--- src/rtl/usb_token_rx_ctrl_if.sv ---
// Token receiver bus: PHY-side strobes toward the receiver and the decoded token / error results back.
// Optional TOKEN_ADDR_FILTER_EN adds the dev_addr field used for address filtering.
interface usb_token_rx_ctrl_if;
    logic       sop;
    logic       bit_valid;
    logic       bit_in;
    logic       eop;
    logic       abort;
`ifdef TOKEN_ADDR_FILTER_EN
    logic [6:0] dev_addr;
`endif
    logic       token_valid;
    logic [3:0] token_pid;
    logic [6:0] token_addr;
    logic [3:0] token_endp;
    logic       err_pulse;
    logic [1:0] err_code;
    logic       busy;

    modport master (
`ifdef TOKEN_ADDR_FILTER_EN
        output dev_addr,
`endif
        output sop, bit_valid, bit_in, eop, abort,
        input  token_valid, token_pid, token_addr, token_endp, err_pulse, err_code, busy
    );

    modport slave (
`ifdef TOKEN_ADDR_FILTER_EN
        input  dev_addr,
`endif
        input  sop, bit_valid, bit_in, eop, abort,
        output token_valid, token_pid, token_addr, token_endp, err_pulse, err_code, busy
    );
endinterface

--- src/rtl/usb_token_rx_ctrl.sv ---
// USB token packet receiver: collects PID and 16 body bits from a de-stuffed bit stream,
// checks length, PID and CRC5, and reports either a decoded token or a reject reason.
// Optional macro TOKEN_ADDR_FILTER_EN: silently drops good tokens not addressed to dev_addr
// (address 0 is always accepted).
module usb_token_rx_ctrl (
    input logic              clk,
    input logic              n_rst,
    usb_token_rx_ctrl_if.slave bus
);
    typedef enum logic [1:0] {IDLE, PID, BODY, CHECK} state_t;

    localparam logic [4:0] CRC_INIT     = 5'b11111;
    localparam logic [4:0] CRC_RESIDUAL = 5'b01100;

    state_t      state, state_next;
    logic [4:0]  cnt, cnt_next;
    logic [4:0]  crc, crc_next;
    logic [7:0]  pid, pid_next;
    logic [15:0] body, body_next;
    logic        eop_take;
    logic [1:0]  verdict;
    logic        addr_ok;

    logic        token_valid;
    logic [3:0]  token_pid;
    logic [6:0]  token_addr;
    logic [3:0]  token_endp;
    logic        err_pulse;
    logic [1:0]  err_code;

    function automatic logic [4:0] crc5_step(input logic [4:0] c, input logic b);
        logic fb;
        fb = b ^ c[4];
        return {c[3:0], 1'b0} ^ (fb ? 5'b00101 : 5'b00000);
    endfunction

    // State, bit counter and CRC register
    always_ff @(posedge clk or negedge n_rst) begin
        if (!n_rst) begin
            state <= IDLE;
            cnt   <= 5'd0;
            crc   <= CRC_INIT;
        end else begin
            state <= state_next;
            cnt   <= cnt_next;
            crc   <= crc_next;
        end
    end

    // PID and body shift registers; cleared at every packet start, so no reset needed
    always_ff @(posedge clk) begin
        pid  <= pid_next;
        body <= body_next;
    end

    // Next-state logic; abort beats sop, sop beats eop, eop beats a same-cycle data bit
    always_comb begin
        state_next = state;
        cnt_next   = cnt;
        crc_next   = crc;
        pid_next   = pid;
        body_next  = body;
        eop_take   = 1'b0;
        case (state)
            IDLE: begin
                if (bus.sop) begin
                    state_next = PID;
                    cnt_next   = 5'd0;
                    crc_next   = CRC_INIT;
                    pid_next   = 8'd0;
                    body_next  = 16'd0;
                end
            end
            PID, BODY: begin
                if (bus.abort) begin
                    state_next = IDLE;
                end else if (bus.sop) begin
                    state_next = PID;
                    cnt_next   = 5'd0;
                    crc_next   = CRC_INIT;
                    pid_next   = 8'd0;
                    body_next  = 16'd0;
                end else if (bus.eop) begin
                    state_next = CHECK;
                    eop_take   = 1'b1;
                end else if (bus.bit_valid) begin
                    if (state == PID) begin
                        pid_next = {bus.bit_in, pid[7:1]};
                        if (cnt == 5'd7) begin
                            state_next = BODY;
                            cnt_next   = 5'd0;
                        end else begin
                            cnt_next = cnt + 5'd1;
                        end
                    end else begin
                        body_next = {bus.bit_in, body[15:1]};
                        crc_next  = crc5_step(crc, bus.bit_in);
                        if (cnt != 5'd17) cnt_next = cnt + 5'd1;
                    end
                end
            end
            CHECK:   state_next = IDLE;
            default: state_next = IDLE;
        endcase
    end

    // Packet verdict; an eop while still in PID always has a short count, so it lands on length
    always_comb begin
        verdict = 2'b00;
        if (state == PID || cnt != 5'd16)  verdict = 2'b11;
        else if (pid[7:4] != ~pid[3:0])    verdict = 2'b01;
        else if (pid[1:0] != 2'b01)        verdict = 2'b01;
        else if (crc != CRC_RESIDUAL)      verdict = 2'b10;
    end

`ifdef TOKEN_ADDR_FILTER_EN
    assign addr_ok = (body[6:0] == bus.dev_addr) || (body[6:0] == 7'h00);
`else
    assign addr_ok = 1'b1;
`endif

    // Result registers: pulses are high during the CHECK cycle, data loaded on the same edge
    always_ff @(posedge clk or negedge n_rst) begin
        if (!n_rst) begin
            token_valid <= 1'b0;
            err_pulse   <= 1'b0;
            token_pid   <= 4'd0;
            token_addr  <= 7'd0;
            token_endp  <= 4'd0;
            err_code    <= 2'b00;
        end else begin
            token_valid <= eop_take && (verdict == 2'b00) && addr_ok;
            err_pulse   <= eop_take && (verdict != 2'b00);
            if (eop_take && verdict != 2'b00) err_code <= verdict;
            if (eop_take && verdict == 2'b00 && addr_ok) begin
                token_pid  <= pid[3:0];
                token_addr <= body[6:0];
                token_endp <= body[10:7];
            end
        end
    end

    assign bus.token_valid = token_valid;
    assign bus.token_pid   = token_pid;
    assign bus.token_addr  = token_addr;
    assign bus.token_endp  = token_endp;
    assign bus.err_pulse   = err_pulse;
    assign bus.err_code    = err_code;
    assign bus.busy        = (state != IDLE);
endmodule
--- src/flat_wrapper.sv ---
// flat-port wrapper written by rule: the top's interface ports become plain ports
module usb_token_rx_ctrl_flat 
  (clk, n_rst, bus_sop, bus_bit_valid, bus_bit_in, bus_eop, bus_abort, bus_token_valid, bus_token_pid, bus_token_addr, bus_token_endp, bus_err_pulse, bus_err_code, bus_busy);
  usb_token_rx_ctrl_if bus_i ();
  input logic clk;
  input logic n_rst;
  input wire logic [$bits(bus_i.sop)-1:0] bus_sop;
  input wire logic [$bits(bus_i.bit_valid)-1:0] bus_bit_valid;
  input wire logic [$bits(bus_i.bit_in)-1:0] bus_bit_in;
  input wire logic [$bits(bus_i.eop)-1:0] bus_eop;
  input wire logic [$bits(bus_i.abort)-1:0] bus_abort;
  output wire logic [$bits(bus_i.token_valid)-1:0] bus_token_valid;
  output wire logic [$bits(bus_i.token_pid)-1:0] bus_token_pid;
  output wire logic [$bits(bus_i.token_addr)-1:0] bus_token_addr;
  output wire logic [$bits(bus_i.token_endp)-1:0] bus_token_endp;
  output wire logic [$bits(bus_i.err_pulse)-1:0] bus_err_pulse;
  output wire logic [$bits(bus_i.err_code)-1:0] bus_err_code;
  output wire logic [$bits(bus_i.busy)-1:0] bus_busy;
  assign bus_i.sop = bus_sop;
  assign bus_i.bit_valid = bus_bit_valid;
  assign bus_i.bit_in = bus_bit_in;
  assign bus_i.eop = bus_eop;
  assign bus_i.abort = bus_abort;
  assign bus_token_valid = bus_i.token_valid;
  assign bus_token_pid = bus_i.token_pid;
  assign bus_token_addr = bus_i.token_addr;
  assign bus_token_endp = bus_i.token_endp;
  assign bus_err_pulse = bus_i.err_pulse;
  assign bus_err_code = bus_i.err_code;
  assign bus_busy = bus_i.busy;
  usb_token_rx_ctrl u_core (.clk(clk), .n_rst(n_rst), .bus(bus_i));
endmodule
--- config.mk ---
export PLATFORM = sky130hd
export DESIGN_NAME = usb_token_rx_ctrl_flat
export DESIGN_NICKNAME = d
export VERILOG_FILES = /design/src/rtl/usb_token_rx_ctrl_if.sv /design/src/rtl/usb_token_rx_ctrl.sv /design/src/flat_wrapper.sv
export SDC_FILE = /design/constraint.sdc
export NUM_CORES = 1
export LEC_CHECK = 0
export CAP_MARGIN = 20
export CORE_MARGIN = 3
export CORE_UTILIZATION = 30
export CTS_CLUSTER_DIAMETER = 120
export DETAILED_ROUTE_END_ITERATION = 6
export PLACE_DENSITY_LB_ADDON = 0.25
export SLEW_MARGIN = 10
export SYNTH_ARGS = -nofsm -noshare
export SYNTH_HDL_FRONTEND = slang
export SYNTH_SLANG_ARGS = --single-unit
--- constraint.sdc ---
create_clock -name clk -period 7 [get_ports clk]
set_clock_uncertainty 0.1 [all_clocks]
set_input_delay 2.1 -clock clk [delete_from_list [all_inputs] [get_ports clk]]
set_output_delay 2.1 -clock clk [all_outputs]
set_load 0.01 [all_outputs]
# ---- Word-level counts from Yosys, hierarchy flattened
# Index checks and enable logic that the tools add are counted.
dict set report op_classes {
  addsub 1
  n_eq_ne 19
  mux 47
  n_bitwise 3
  n_reduce_logical 13
}
# cell count
set ops {}
lappend ops {{2-to-1 mux 16 bit} 6}
lappend ops {{2-to-1 mux 5 bit} 14}
lappend ops {{2-to-1 mux 8 bit} 6}
lappend ops {{case mux 16 bit (2 select lines)} 1}
lappend ops {{2-to-1 mux 2 bit} 11}
lappend ops {{case mux 5 bit (2 select lines)} 2}
lappend ops {{AND reduction 6 bit} 3}
lappend ops {{case mux 8 bit (2 select lines)} 1}
lappend ops {{!= test 5 x 4 -> 1 bit, second input constant} 3}
lappend ops {{!= test 5 bit, second input constant} 3}
lappend ops {{!= test 3 bit, second input constant} 3}
lappend ops {{case mux 2 bit (3 select lines)} 1}
lappend ops {{nonzero test 2 bit} 3}
lappend ops {{adder 5 x 1 -> 5 bit, second input constant} 1}
lappend ops {{== test 5 x 3 -> 1 bit, second input constant} 1}
lappend ops {{bitwise XOR 5 bit} 1}
lappend ops {{== test 2 bit, second input constant} 2}
lappend ops {{logical NOT 2 bit} 2}
lappend ops {{2-to-1 mux 1 bit} 4}
lappend ops {{!= test 2 bit, second input constant} 2}
lappend ops {{!= test 4 x 2 -> 1 bit, second input constant} 1}
lappend ops {{!= test 4 bit} 1}
lappend ops {{inverter 4 bit} 1}
lappend ops {{AND reduction 4 bit} 1}
lappend ops {{8 further kinds} 9}
dict set report totals {
  reg_bits 55
}

# ---- Longest topological paths before layout
dict set report logic_depth {
  depth_word 9
  depth_mapped 7
  mapped_depth_nobuf 6
}

# ---- Worst setup path after synthesis
# OpenSTA, ideal clock, no wires.
dict set report synth_timing {
  kind {input to register}
  start {input port bus_sop}
  end {register u_core.pid[0], enable pin}
  t_arrival_ns 3.932
  required_ns 6.481
  slack_ns 2.548
  stages 3
  cell_sequence {and2b_1 > clkbuf_1 > a2111oi_0}
}
dict set report synth_via {
  elab_chain_cells 2
  elab_cells_between_ends 5
  classes_between {4 x eq/ne; 1 x reduce/logical}
}
# item line_no
set synth_rtl {}
lappend synth_rtl {{from (decl)} flat_wrapper.sv:7} ;# input wire logic [$bits(bus_i.sop)-1:0] bus_sop;
lappend synth_rtl {{!= test 3 x 2 -> 1 bit (no line) (tied with other cells)} n/a}
lappend synth_rtl {{AND reduction 6 bit (no line) *} n/a}
lappend synth_rtl {{to (signal assigned)} usb_token_rx_ctrl.sv:52} ;# pid <= pid_next;
lappend synth_rtl {{to (decl)} usb_token_rx_ctrl.sv:18} ;# logic [7:0] pid, pid_next;
# Mark *: on every way between the ends. The rest lies on a longest branch, timed or not.
# A chain may end at the register's enable or synchronous reset.

# ---- Worst setup path after layout
dict set report layout_timing {
  start {input port bus_sop}
  end {register u_core.token_endp[3], in the netlist u_core.bus.token_endp[3]}
}
dict set report layout_via {
  elab_chain_cells 4
}
# item line_no
set layout_rtl {}
lappend layout_rtl {{2-to-1 mux 1 bit} usb_token_rx_ctrl.sv:77} ;# end else if (bus.sop) begin
lappend layout_rtl {{2-to-1 mux 1 bit} usb_token_rx_ctrl.sv:75} ;# if (bus.abort) begin
lappend layout_rtl {{2-to-1 mux 1 bit} usb_token_rx_ctrl.sv:64} ;# case (state)
lappend layout_rtl {{logical AND 1 bit} usb_token_rx_ctrl.sv:135} ;# if (eop_take && verdict == 2'b00 && addr_ok) begin
lappend layout_rtl {{to (signal assigned)} usb_token_rx_ctrl.sv:138} ;# token_endp <= body[10:7];
lappend layout_rtl {{to (decl)} usb_token_rx_ctrl.sv:27} ;# logic [3:0] token_endp;
# No other way between the ends.

==> key figures <==
Cells and area
  • Total Nets Final: 232
  • Multi-input logic area: between 900 and 1000 um2
  • Most frequent cells in the layout: clkdlybuf4s50_1, dfrtp_1, and2_1, edfxtp_1, mux2_2
  • Final Core Density: 0.3782
  • # fillers: 782
  • N_diodes: 0
  • Area grow syn2layout: 20.22%
  • Layout cells sized above 1: 0.1773
  • Register area: 1503 um2

Drt
  • Initial DRT Pass Iterations: 4
  • Number of remaining DRC errors: 0
  • Final ANT Viol Nets: 0
  • Vias/cell: 4.584
  • Detailed Route WL: 4.275 mm
  • Routed length per instance: 13.28 um
  • Initial DRC count: 71
  • Vias: ~1500

Logic synthesis
  • Syn_nets: 199
  • Synth async-reset ratio: 0.5636
  • Syn. warnings: 0
  • Seq/Total Area, Yosys: 0.6087
  • Number of synthesized flops with an enable pin: 24
  • Yosys reg bits: 55
  • Gate Count Post-Synth: approximately 190
  • Mean area per synthesized cell: 13.27 um2
  • Synth unique cells: 41
  • Area of the mapped netlist: around 2500 um2
  • Most used DFF post-synth: dfrtp_1

Critical path
  • CP max FO: 33
  • Worst reg-to-reg setup slack: 3960 ps
  • CP endpoint kind: register
  • Max stage delay on crit path: roughly 900 ps
  • CP Cell Sequence: clkdlybuf4s50_1, and2b_1, buf_4, nand3_1, nor4_4, mux2_2
  • Worst R2R Start: u_core.state[0]$_DFFE_PN0P_
  • R2R cell count: 7
  • WP data required: slightly above 7000 ps
  • Critical path class: input port to register
  • Worst flop-to-flop path endpoint: u_core.bus.token_endp[3]$_DFFE_PN0P_
  • CP Launch Type: input port
  • Critical path's slowest cell: nor4_4
  • CP startpoint: bus_sop
  • CP arrival: 4590 ps
  • Setup crit end: u_core.bus.token_endp[3]$_DFFE_PN0P_

Power
  • Clk network pwr share: 0.169
  • Internal Pwr Total: 0.6938 mW
  • Worst IR drop on VDD: about 0.00012 V
  • LEAKAGE: roughly 1.2 nW
  • Gate power share: 0.315
  • Total power: 1.045 mW
  • Pwr/cell area: 352.2 nW/um2
  • Flop pwr share: 0.516
  • Sw Pwr: 0.3516 mW
  • Switching Fraction: 0.3363

Clocking
  • Post-CTS Setup Repair Bufs: 0
  • Post-CTS sizing: 0
  • Reg clk slew, reported paths: 100 ps
  • CTS Buffer Depth: 2
  • CTS tree: yes
  • Root buf cell: clkbuf_8
  • Clock Latency Late Sink: 310 ps
  • Hold Buf Count CTS: 0
  • CTS buffer count: 5
  • Clock sinks: 55
  • CTS H-tree depth: 2

Global route
  • Initial antenna violation count: 0
  • Largest net degree at the start of global routing: 34
  • Vias in the first global route: between 1000 and 1500
  • Overflow after GRT: 0
  • First-pass GRT wire length: approximately 7.4 mm
  • GR Util All Layers: 0.09725

STA
  • Fin. Hold Viols: 0
  • Setup TNS: 0 ps
  • Crit path time final: 4496 ps
  • RSZ-0062 raised after global routing: false
  • Tcrit/Tclk final: 0.6422
  • Endpoints failing setup: 0
  • Slew of the pin with the lowest slew margin: 936.7 ps
  • Relative slew slack: 0.3708
  • Worst hold slack: about 400 ps
  • FMAX: 222.4 MHz
  • Slew Limit Fails: 0
  • Final worst slack: ~2500 ps

Run status
  • Status: complete, no violations

Floorplan
  • Core ar.: 7848 um2
  • Num rows: 32
  • Die extent in x: 96.71 um
  • Die area: 9353 um2
  • Initial Util: 0.3146
  • # IOs: 27
  • Overall die height: 96.71 um

Placed design
  • Port-buffer cells: 26
  • Setup WS pre-CTS: roughly 2100 ps
  • HPWL Detailed: 2.976 mm
  • Final GP Congestion: approximately 0.75

Worst hold path
  • Min-delay worst type: register to register
  • Min-Delay Path Depth: 1

Run
  • Max Cap Viol: 0
## cell families after synthesis
group           Yosys count  synth area share
flops                    55            0.6087
fa+ha+maj                 6           0.03041
compound gates           28           0.08313
simple gates             61            0.1592
xor+xnor                  6           0.02129
mux                      16           0.07298
buf+inv                  14           0.02433
## per-layer routing
| layer | share of wire | vias up | track usage |
|---|---|---|---|
| li1 | - | 733 | - |
| met1 | 0.51 | 710 | 0.1460 |
| met2 | 0.43 | 28 | 0.1343 |
| met3 | 0.040 | 5 | 0.02235 |
| met4 | 0.013 | 0 | 0.03888 |
| met5 | 0 | - | 0 |
## power groups by stage
stage	sequential [mW]	clock (mW)	combinational (mW)
5_1_grt	0.555	0.199	0.373
3_3_place_gp	0.548	0	0.318
3_5_place_dp	0.549	0	0.321
4_1_cts	0.543	0.187	0.322
6_report	0.539	0.177	0.329
2_1_floorplan	0.532	0	0.220
## worst max-delay path: cells and delay by family
kind	cells	cell delay, ps
mux	1	410
simple gates	3	1350
buf+inv	2	720
## cell usage after synthesis, types with 2 or more instances
| cell | n | share of area |
|---|---|---|
| or4_1 | 2 | 0.0061 |
| clkbuf_1 | 3 | 0.0046 |
| and2_1 | 24 | 0.061 |
| nand2b_1 | 3 | 0.0076 |
| ha_1 | 6 | 0.030 |
| o21ai_0 | 8 | 0.016 |
| mux2_2 | 16 | 0.073 |
| o22a_1 | 5 | 0.018 |
| a21oi_1 | 2 | 0.0041 |
| nor2_1 | 7 | 0.011 |
| nor2b_1 | 3 | 0.0076 |
| dfrtp_1 | 26 | 0.26 |
| nand2_1 | 5 | 0.0076 |
| xor2_1 | 6 | 0.021 |
| nand4b_1 | 2 | 0.0071 |
| nand3_1 | 6 | 0.012 |
| dfstp_2 | 5 | 0.053 |
| o31ai_1 | 2 | 0.0061 |
| inv_1 | 10 | 0.015 |
| edfxtp_1 | 24 | 0.29 |
## worst min path at each step
stage	start	to
after floorplan	u_core.body[0]$_SDFFCE_PN0P_	u_core.bus.token_addr[0]$_DFFE_PN0P_
after global placement	u_core.bus.token_pid[0]$_DFFE_PN0P_	u_core.bus.token_pid[0]$_DFFE_PN0P_
after detailed placement	u_core.bus.token_pid[0]$_DFFE_PN0P_	u_core.bus.token_pid[0]$_DFFE_PN0P_
after CTS	u_core.bus.token_pid[0]$_DFFE_PN0P_	u_core.bus.token_pid[0]$_DFFE_PN0P_
after global routing	u_core.body[0]$_SDFFCE_PN0P_	u_core.bus.token_addr[0]$_DFFE_PN0P_
final	u_core.bus.token_pid[0]$_DFFE_PN0P_	u_core.bus.token_pid[0]$_DFFE_PN0P_
## registers in the layout, summed over array words and instances (netlist names), 2 cells and up
| signal | flops |
|---|---|
| u_core.bus.token_pid | 4 |
| u_core.state | 2 |
| u_core.body | 16 |
| u_core.crc | 5 |
| u_core.pid | 8 |
| u_core.bus.err_code | 2 |
| u_core.bus.token_addr | 7 |
| u_core.cnt | 5 |
| u_core.bus.token_endp | 4 |
## through the flow
| stage | std cells | area [um2] |
|---|---|---|
| after detailed placement | 313 | 2861 |
| after global routing | 322 | 2968 |
| after floorplan | 186 | 2469 |
| final | 322 | 2968 |
| after CTS | 321 | 2953 |
| after global placement | 313 | 2861 |
## layout make-up
type	instances	area share
multi-input cells	117	0.3069
inverters	10	0.01265
repair buffers	30	0.1003
clock buffers	5	0.02319
flip-flops and latches	55	0.5063
clock inverters	3	0.007589
well taps	102	0.04300
Note: power is estimated with default switching activity, not from simulation.
